### src/rtl/one_hot_seq_pkg.sv
// Shared types and helpers for the one-hot position sequencer.
// The optional checker is enabled with ONE_HOT_SEQ_CHECK_EN.
package one_hot_seq_pkg;

  typedef enum logic {
    IDLE = 1'b0,
    RUN  = 1'b1
  } state_t;

  localparam logic DIR_UP   = 1'b0;
  localparam logic DIR_DOWN = 1'b1;

  // Wide enough for any legal index (N up to 64).
  localparam int MAX_CW = 6;

  typedef struct packed {
    logic [MAX_CW-1:0] idx;
    logic              atTerm;
    logic              landsTerm;
  } step_t;

  function automatic int idxWidth(input int n);
    return (n > 1) ? $clog2(n) : 1;
  endfunction

  // atTerm: the current index is already the terminal for this direction,
  // so idx is the wrapped value; landsTerm: the step arrives on the terminal.
  function automatic step_t nextIndex(input logic [MAX_CW-1:0] idx,
                                      input logic              dir,
                                      input int unsigned       n);
    step_t             s;
    logic [MAX_CW-1:0] last;
    last = MAX_CW'(n - 1);
    s    = '0;
    if (dir == DIR_UP) begin
      s.atTerm    = (idx == last);
      s.idx       = s.atTerm ? '0 : idx + MAX_CW'(1);
      s.landsTerm = (s.idx == last);
    end else begin
      s.atTerm    = (idx == '0);
      s.idx       = s.atTerm ? last : idx - MAX_CW'(1);
      s.landsTerm = (s.idx == '0);
    end
    return s;
  endfunction

endpackage

### src/rtl/one_hot_seq_if.sv
// Handshake and status bundle between a controller and one_hot_seq.
interface one_hot_seq_if
  import one_hot_seq_pkg::*;
#(
  parameter int N = 8
) ();

  localparam int CW = idxWidth(N);

  logic          go;
  logic          hold;
  logic          dir;
  logic          wrap;
  logic          load;
  logic [CW-1:0] load_idx;
  logic [CW-1:0] count;
  logic [N-1:0]  one_hot;
  logic          busy;
  logic          done;

  modport master (
    output go, hold, dir, wrap, load, load_idx,
    input  count, one_hot, busy, done
  );

  modport slave (
    input  go, hold, dir, wrap, load, load_idx,
    output count, one_hot, busy, done
  );

endinterface

### src/rtl/one_hot_seq_dec.sv
// Binary index to N-bit one-hot decoder used by one_hot_seq.
module one_hot_dec
  import one_hot_seq_pkg::*;
#(
  parameter  int N  = 8,
  localparam int CW = idxWidth(N)
) (
  input  logic [CW-1:0] idx_i,
  output logic [N-1:0]  onehot_o
);

  always_comb begin
    onehot_o = N'(1) << idx_i;
  end

endmodule

### src/rtl/one_hot_seq.sv
// One-hot position sequencer: wrap or one-shot runs with preload and done pulse.
// Define ONE_HOT_SEQ_CHECK_EN to add the sticky err output.
module one_hot_seq
  import one_hot_seq_pkg::*;
#(
  parameter int N = 8
) (
  input  logic          clk,
  input  logic          nreset,
  one_hot_seq_if.slave  bus
`ifdef ONE_HOT_SEQ_CHECK_EN
  ,
  output logic          err
`endif
);

  localparam int CW = idxWidth(N);

  state_t        state_q, state_d;
  logic [CW-1:0] count_q, count_d;
  logic          wrap_q, wrap_d;
  logic          done_q, done_d;
  logic [N-1:0]  oneHot;
  step_t         step;

  always_ff @(posedge clk or negedge nreset) begin
    if (!nreset) begin
      state_q <= IDLE;
      count_q <= '0;
      wrap_q  <= 1'b0;
      done_q  <= 1'b0;
    end else begin
      state_q <= state_d;
      count_q <= count_d;
      wrap_q  <= wrap_d;
      done_q  <= done_d;
    end
  end

  // In one-shot mode a run that starts on the terminal ends without stepping.
  always_comb begin
    state_d = state_q;
    count_d = count_q;
    wrap_d  = wrap_q;
    done_d  = 1'b0;
    step    = nextIndex(MAX_CW'(count_q), bus.dir, N);
    case (state_q)
      IDLE: begin
        if (bus.load) begin
          count_d = (int'(bus.load_idx) >= N) ? CW'(N - 1) : bus.load_idx;
        end
        if (bus.go) begin
          state_d = RUN;
          wrap_d  = bus.wrap;
        end
      end
      RUN: begin
        if (!bus.hold) begin
          if (wrap_q) begin
            if (bus.go) begin
              count_d = CW'(step.idx);
              done_d  = step.atTerm;
            end else begin
              state_d = IDLE;
            end
          end else if (step.atTerm) begin
            done_d  = 1'b1;
            state_d = IDLE;
          end else begin
            count_d = CW'(step.idx);
            if (step.landsTerm) begin
              done_d  = 1'b1;
              state_d = IDLE;
            end
          end
        end
      end
      default: state_d = IDLE;
    endcase
  end

  one_hot_dec #(.N(N)) uDec (
    .idx_i    (count_q),
    .onehot_o (oneHot)
  );

  assign bus.count   = count_q;
  assign bus.one_hot = oneHot;
  assign bus.busy    = (state_q == RUN);
  assign bus.done    = done_q;

`ifdef ONE_HOT_SEQ_CHECK_EN
  logic         err_q, err_d;
  logic [N-1:0] seen;

  // Watches the driven one_hot, so any corruption after the decoder is caught.
  always_comb begin
    seen  = bus.one_hot;
    err_d = err_q;
    if ((seen == '0) || ((seen & (seen - N'(1))) != '0) || (seen != oneHot)) begin
      err_d = 1'b1;
    end
  end

  always_ff @(posedge clk or negedge nreset) begin
    if (!nreset) begin
      err_q <= 1'b0;
    end else begin
      err_q <= err_d;
    end
  end

  assign err = err_q;
`endif

endmodule

### src/flat_wrapper.sv
// flat-port wrapper written by rule: the top's interface ports become plain ports
module one_hot_seq_flat import one_hot_seq_pkg::*;
#(
  parameter int N = 8
)
  (clk, nreset, bus_go, bus_hold, bus_dir, bus_wrap, bus_load, bus_load_idx, bus_count, bus_one_hot, bus_busy, bus_done);
  one_hot_seq_if #(.N(N)) bus_i ();
  input  logic clk;
  input  logic nreset;
  input wire logic [$bits(bus_i.go)-1:0] bus_go;
  input wire logic [$bits(bus_i.hold)-1:0] bus_hold;
  input wire logic [$bits(bus_i.dir)-1:0] bus_dir;
  input wire logic [$bits(bus_i.wrap)-1:0] bus_wrap;
  input wire logic [$bits(bus_i.load)-1:0] bus_load;
  input wire logic [$bits(bus_i.load_idx)-1:0] bus_load_idx;
  output wire logic [$bits(bus_i.count)-1:0] bus_count;
  output wire logic [$bits(bus_i.one_hot)-1:0] bus_one_hot;
  output wire logic [$bits(bus_i.busy)-1:0] bus_busy;
  output wire logic [$bits(bus_i.done)-1:0] bus_done;
  assign bus_i.go = bus_go;
  assign bus_i.hold = bus_hold;
  assign bus_i.dir = bus_dir;
  assign bus_i.wrap = bus_wrap;
  assign bus_i.load = bus_load;
  assign bus_i.load_idx = bus_load_idx;
  assign bus_count = bus_i.count;
  assign bus_one_hot = bus_i.one_hot;
  assign bus_busy = bus_i.busy;
  assign bus_done = bus_i.done;
  one_hot_seq #(.N(N)) u_core (.clk(clk), .nreset(nreset), .bus(bus_i));
endmodule
### config.mk
export PLATFORM = sky130hd
export DESIGN_NAME = one_hot_seq_flat
export DESIGN_NICKNAME = d
export VERILOG_FILES = /design/src/rtl/one_hot_seq_pkg.sv /design/src/rtl/one_hot_seq_if.sv /design/src/rtl/one_hot_seq_dec.sv /design/src/rtl/one_hot_seq.sv /design/src/flat_wrapper.sv
export SDC_FILE = /design/constraint.sdc
export NUM_CORES = 1
export LEC_CHECK = 0
export CORE_MARGIN = 1.5
export CORE_UTILIZATION = 40
export CTS_BUF_LIST = sky130_fd_sc_hd__clkbuf_16
export DETAILED_ROUTE_END_ITERATION = 8
export PLACE_DENSITY = 0.87
export SLEW_MARGIN = 15
export SYNTH_ARGS = -nofsm -noshare
export SYNTH_HDL_FRONTEND = slang
export SYNTH_SLANG_ARGS = --single-unit
export TNS_END_PERCENT = 50
### constraint.sdc
create_clock -name clk -period 2.9 [get_ports clk]
set_clock_uncertainty 0.2 [all_clocks]
set_input_delay 0.435 -clock clk [delete_from_list [all_inputs] [get_ports clk]]
set_output_delay 0.435 -clock clk [all_outputs]
set_load 0.01 [all_outputs]
==> impl_results.md, run 1 <==
- Status: complete, no violations
- R2R Path Start: u_core.bus.count[0]
- Setup WS pre-CTS: 0.657 ns
- Sw frac: 0.352
- Endpoints failing setup: 0
- Fin cells: 97
- Fin Setup TNS: 0 ns
- Initial Util: 0.424
- CP Launch Type: flip-flop
- Die height: 39.9 µm
- Via count: 493
- Die area: 0.00159 mm²
- Reg power frac: 0.199
- Max-slew violations: 0
- Placed cells: 94
- #FFs+latches synth: 6
- HP Class: input port to asynchronous set/reset pin
- Final period util: 0.850
- CP Class: flip-flop to output pin
- Worst-Skew Late Latency: 0.23 ns
- Util after Layout: 0.661
- Clock slew at reported path FFs: 0.03 ns
- Synth Area in Adders: 0.161
- Die X: 39.9 µm
- Crit. End Element: output pin
- Vias per cell: 5.08
- Initial antenna violation count: 0
- CP Buf/Inv Count: 2
- Most frequent cells in the layout: clkdlybuf4s50_1 (22), ha_1 (7), dfrtp_1 (6)
- Min Tclk post-route: 2.46 ns
- DP Wirelength: 870 µm
- WL final: 1120 µm
- Avg WL per Cell: 11.6 µm
- DRT iter0 DRCs: 11
- Post-CTS Setup Inserts: 0
- Clock Sinks: 6
- Simple-gate share of the synthesized area: 0.255
- Fmax: 406 MHz
- Worst setup margin: 0.435 ns
- Worst r2r dst: u_core.bus.count[2]
- Vias in the first global route: 414
- # hold bufs at CTS: 0
- Area grow syn2layout: 56.1%
- R2R Setup Slk: 0.72 ns
- Row count: 13
- IO Port Bufs: 22
- Synthesized area per cell: 9.22 µm²
- Largest family of logic cells by synthesized area: simple AND/OR/NAND/NOR gates
- Htree depth: 1
- Bufs on Longest Clock Path: 2
- Final Hold Vio Count: 0
- Number of max-cap violations: 0
- Crit Path Max Fanout: 6
- Comb power frac: 0.576
- Worst-Margin Slew: 0.330 ns
- Num ports: 23
- Mux cell area share after synthesis: 0.103
- Xor/xnor share of the synthesized area: 0
- Core ar.: 0.00128 mm²
- Pre-antenna DRT Iters: 4
- Crit-path cells: inv_1, ha_1, nor2b_2, clkdlybuf4s50_1
- First-pass GRT wire length: 1740 µm
- Psw: 0.000350 W
- CTS tree: built
- # diodes: 0
- Area of the multi-input gates: 370 µm²
- Syn Nets: 76
- Final GP Congestion: 0.763
- CP arrival: 1.83 ns
- Lkg Pwr: 0.385 nW
- Final Net Count: 101
- Synthesis warning total: 0
- Post-synthesis sequential area ratio: 0.276
- CP top delay family: buffers and inverters
- Worst endpoint required time: 2.27 ns
- Clk Tree Root Cell: clkbuf_16
- Post-cts resize count: 0
- Synth Area in Compound Gates: 0.161
- Mapped Area: 544 µm²
- Slowest CP cell: clkdlybuf4s50_1
- DRC viols: 0
- FILL cells: 113
- Overall power: 0.000993 W
- Gr usage total: 0.182
- Most common cell after layout, fill and taps aside: clkdlybuf4s50_1
- Cell variety after synth: 26
- Largest net degree at the start of global routing: 13
- Cells after synthesis: 59
- RSZ-0062 raised after global routing: false
- Cts bufs inserted: 3
- Pwr dens: 1170 mW/mm²
- Proportion of layout cells with a drive suffix above 1: 0.159
- Register Area: 150 µm²
- Max rail drop VDD: 663 µV
- Clock power frac: 0.225
- Slew margin rel.: 0.780
- Largest stage delay on the critical path: 0.57 ns
- Post-route ant nets: 0
- Gr ovfl total: 0
- Int Pwr: 0.000643 W
- Worst reg-to-reg path cell count: 6
## area by class of cell
cell class	count	share of cell area
Clock buffer	3	0.0884
Inverter	4	0.0177
Multi-Input combinational cell	47	0.436
Sequential cell	6	0.177
Tap cell	15	0.0221
Timing Repair Buffer	22	0.259
## how the worst max path moves through the flow
| stage | start | end | slack, ns | cells past startpoint |
|---|---|---|---|---|
| floorplan | u_core.bus.count[0] | u_core.bus.count[0] | 0.78 | 6 |
| global placement | bus_dir | u_core.bus.count[0] | 0.67 | 5 |
| detailed placement | bus_dir | u_core.bus.count[2] | 0.66 | 5 |
| CTS | u_core.bus.count[0] | bus_one_hot[0] | 0.43 | 4 |
| global route | u_core.bus.count[0] | bus_one_hot[0] | 0.35 | 4 |
| finish | u_core.bus.count[0] | bus_one_hot[0] | 0.44 | 4 |
## through the flow
stage / cell area [µm²] / hold WS [ns]
after global placement: 774 / 0.353
after detailed placement: 774 / 0.358
after global routing: 850 / 0.267
after CTS: 850 / 0.250
after floorplan: 544 / -0.0606
final: 850 / 0.242
## power groups by stage
stage                     logic, W  registers [W]  clock network [W]
after global routing      0.000629       0.000207           0.000234
after floorplan           0.000362       0.000187                  0
after global placement    0.000565       0.000196                  0
after CTS                 0.000578       0.000197           0.000227
after detailed placement  0.000574       0.000197                  0
final                     0.000571       0.000198           0.000224
## Yosys cell counts
master,count,area [µm²]
ha_1,7,87.6
dfrtp_1,6,150
nor2_1,5,18.8
a21oi_1,4,20.0
inv_1,4,15.0
nor2b_1,4,25.0
and2_2,3,22.5
mux2_4,3,45.0
nand2b_1,3,18.8
a31oi_1,2,12.5
and2b_2,2,17.5
nand2_1,2,7.51
a211o_1,1,8.76
a21o_1,1,7.51
a31o_1,1,8.76
clkbuf_1,1,3.75
clkbuf_2,1,5.00
mux2_2,1,11.3
nand3_1,1,5.00
nand4b_1,1,8.76
nor2b_2,1,8.76
o211a_1,1,10.0
o21ai_0,1,5.00
o221ai_1,1,8.76
o22ai_1,1,6.26
or3_1,1,6.26
## layer usage
layer,vias to the layer above,share of wire,global-route usage
met2,19,0.45,0.258
li1,251,-,-
met3,4,0.060,0.0739
met1,219,0.45,0.195
met5,-,0,0
met4,0,0.041,0.181
## cell families after synthesis
group                      count (synthesis)
and+or+nand+nor                           23
AOI/OAI and AO/OA                         13
adders and majority gates                  7
buffers and inverters                      6
DFF                                        6
muxes                                      4
## flip-flops by register name (all words and copies together), names as in the netlist
name,cells
u_core.bus.done,1
u_core.bus.busy,1
u_core.wrap_q,1
u_core.bus.count,3
Note: power is estimated with default switching activity, not from simulation.
==> run 2: changes to the inputs <==
clock period = 2.3 ns   (was 2.9 ns; I/O delays follow)
==> run 2 against run 1 <==
Sequential share of layout area down 0.46 points. Via count is 5.1% higher. Clock power grew 24%. Worst setup slack lost 0.36 ns. Critical path type unchanged.
==> impl_results.md, run 2 (same netlist as run 1, synthesis figures left out) <==
- Fmax: 450 MHz
- WL final: 1270 µm
- DRC viols: 0
- Row count: 13
- Endpoints failing setup: 0
- Htree depth: 1
- Top routing layer in use: met4
- Vias per cell: 5.23
- Worst reg-to-reg path cell count: 6
- Worst r2r dst: u_core.bus.count[0]
- Worst endpoint required time: 1.75 ns
- HP Class: input port to asynchronous set/reset pin
- Vias in the first global route: 471
- IO Port Bufs: 22
- Final Hold Vio Count: 0
- Fin Setup TNS: 0 ns
- R2R Setup Slk: 0.15 ns
- CP Class: flip-flop to output pin
- Via count: 518
- Max-slew violations: 0
- Met3 wire len: 57 µm
- CTS tree: built
- Final period util: 0.965
- Die X: 39.9 µm
- Met2 Wirelength: 623 µm
- # hold bufs at CTS: 0
- Post-route ant nets: 0
- Most common cell after layout, fill and taps aside: clkdlybuf4s50_1
- Area grow syn2layout: 60.2%
- Bufs on Longest Clock Path: 2
- Avg WL per Cell: 12.8 µm
- RSZ-0062 raised after global routing: false
- Lkg Pwr: 0.412 nW
- Core ar.: 0.00128 mm²
- Die area: 0.00159 mm²
- Number of max-cap violations: 0
- Crit Path Max Fanout: 4
- Gr usage total: 0.202
- Gr ovfl total: 0
- Clk Tree Root Cell: clkbuf_16
- Num ports: 23
- Most frequent cells in the layout: clkdlybuf4s50_1 (21), ha_1 (7), dfrtp_1 (6)
- CP Launch Type: flip-flop
- Max rail drop VDD: 792 µV
- Crit-path cells: buf_4, ha_1, and2b_2, clkdlybuf4s50_1
- Slew margin rel.: 0.757
- Largest stage delay on the critical path: 0.47 ns
- DRT iter0 DRCs: 12
- Cts bufs inserted: 3
- First-pass GRT wire length: 2030 µm
- Max FFs per register: 3
- DP Wirelength: 971 µm
- Final GP Congestion: 0.781
- Fin cells: 99
- Initial Util: 0.424
- Proportion of layout cells with a drive suffix above 1: 0.190
- Clock Sinks: 6
- Largest net degree at the start of global routing: 13
- Final Net Count: 103
- Pwr dens: 1500 mW/mm²
- Initial antenna violation count: 0
- R2R Path Start: u_core.bus.count[1]
- Util after Layout: 0.679
- # diodes: 0
- Met1 WL: 572 µm
- Status: complete, no violations
- Crit. End Element: output pin
- Min Tclk post-route: 2.22 ns
- CP arrival: 1.68 ns
- Pre-antenna DRT Iters: 4
- Overall power: 0.00131 W
- Slowest CP cell: clkdlybuf4s50_1
- Setup WS pre-CTS: 0.165 ns
- Clock slew at reported path FFs: 0.03 ns
- Worst-Margin Slew: 0.365 ns
- Placed cells: 96
- Worst-Skew Late Latency: 0.23 ns
- Worst setup margin: 0.0799 ns
- Die height: 39.9 µm
## run 2: cell types whose count changed in the layout (fill, tap and decap cells not counted)
cell and change:
dlymetal6s2s_1 +1, inv_1 -1, clkdlybuf4s50_1 -1, nor2b_4 +1, buf_4 +2, nor2b_2 -1
inv_2 +1
## run 2: critical path: cells and delay by family (launching register included)
family	cells	cell delay, ns
fa+ha+maj	1	0.20
flops	1	0.42
buf+inv	2	0.64
simple gates	1	0.19
## run 2: per-stage QoR
step,hold WS [ns],area [µm²]
3_3_place_gp,0.351,790
6_report,0.153,872
2_1_floorplan,-0.151,544
5_1_grt,0.174,872
4_1_cts,0.157,870
3_5_place_dp,0.364,790
## run 2: how the worst max path moves through the flow
| stage | cells past startpoint | startpoint | to | slack [ns] |
|---|---|---|---|---|
| 2_1_floorplan | 6 | u_core.bus.count[0] | u_core.bus.count[0] | 0.18 |
| 3_3_place_gp | 6 | u_core.bus.count[1] | u_core.bus.count[1] | 0.20 |
| 3_5_place_dp | 5 | bus_dir | u_core.bus.count[0] | 0.16 |
| 4_1_cts | 4 | u_core.bus.count[1] | bus_one_hot[0] | 0.002 |
| 5_1_grt | 4 | u_core.bus.count[0] | bus_one_hot[1] | 0.03 |
| 6_report | 4 | u_core.bus.count[0] | bus_one_hot[1] | 0.08 |
## run 2: layer usage
metal  track usage  up-vias
met4        0.0776        0
met1         0.252      241
met5             0        -
met3        0.0511        3
met2         0.327       18
li1              -      256
## run 2: repair_timing
item                                    4_1_cts  5_1_grt
setup buffers                                 0        0
gates cloned                                  0        0
endpoints found under the hold margin         0        0
endpoints found under the setup margin        1        1
gates resized for setup                       2        1
## run 2: final cells by class
class / instances / area (µm²)
clock buffer: 3 / 75.1
fill: 102 / 413
inverter: 4 / 15.0
multi-input combinational: 47 / 375
sequential: 6 / 150
tap: 15 / 18.8
timing repair buffer: 24 / 238
## run 2: power breakdown
group | leakage, nW | internal (W) | switching (W)
combinational | 0.305 | 0.000457 | 0.000322
sequential | 0.0707 | 0.000159 | 0.0000906
clock | 0.0370 | 0.000223 | 0.0000550
total | 0.412 | 0.000839 | 0.000467
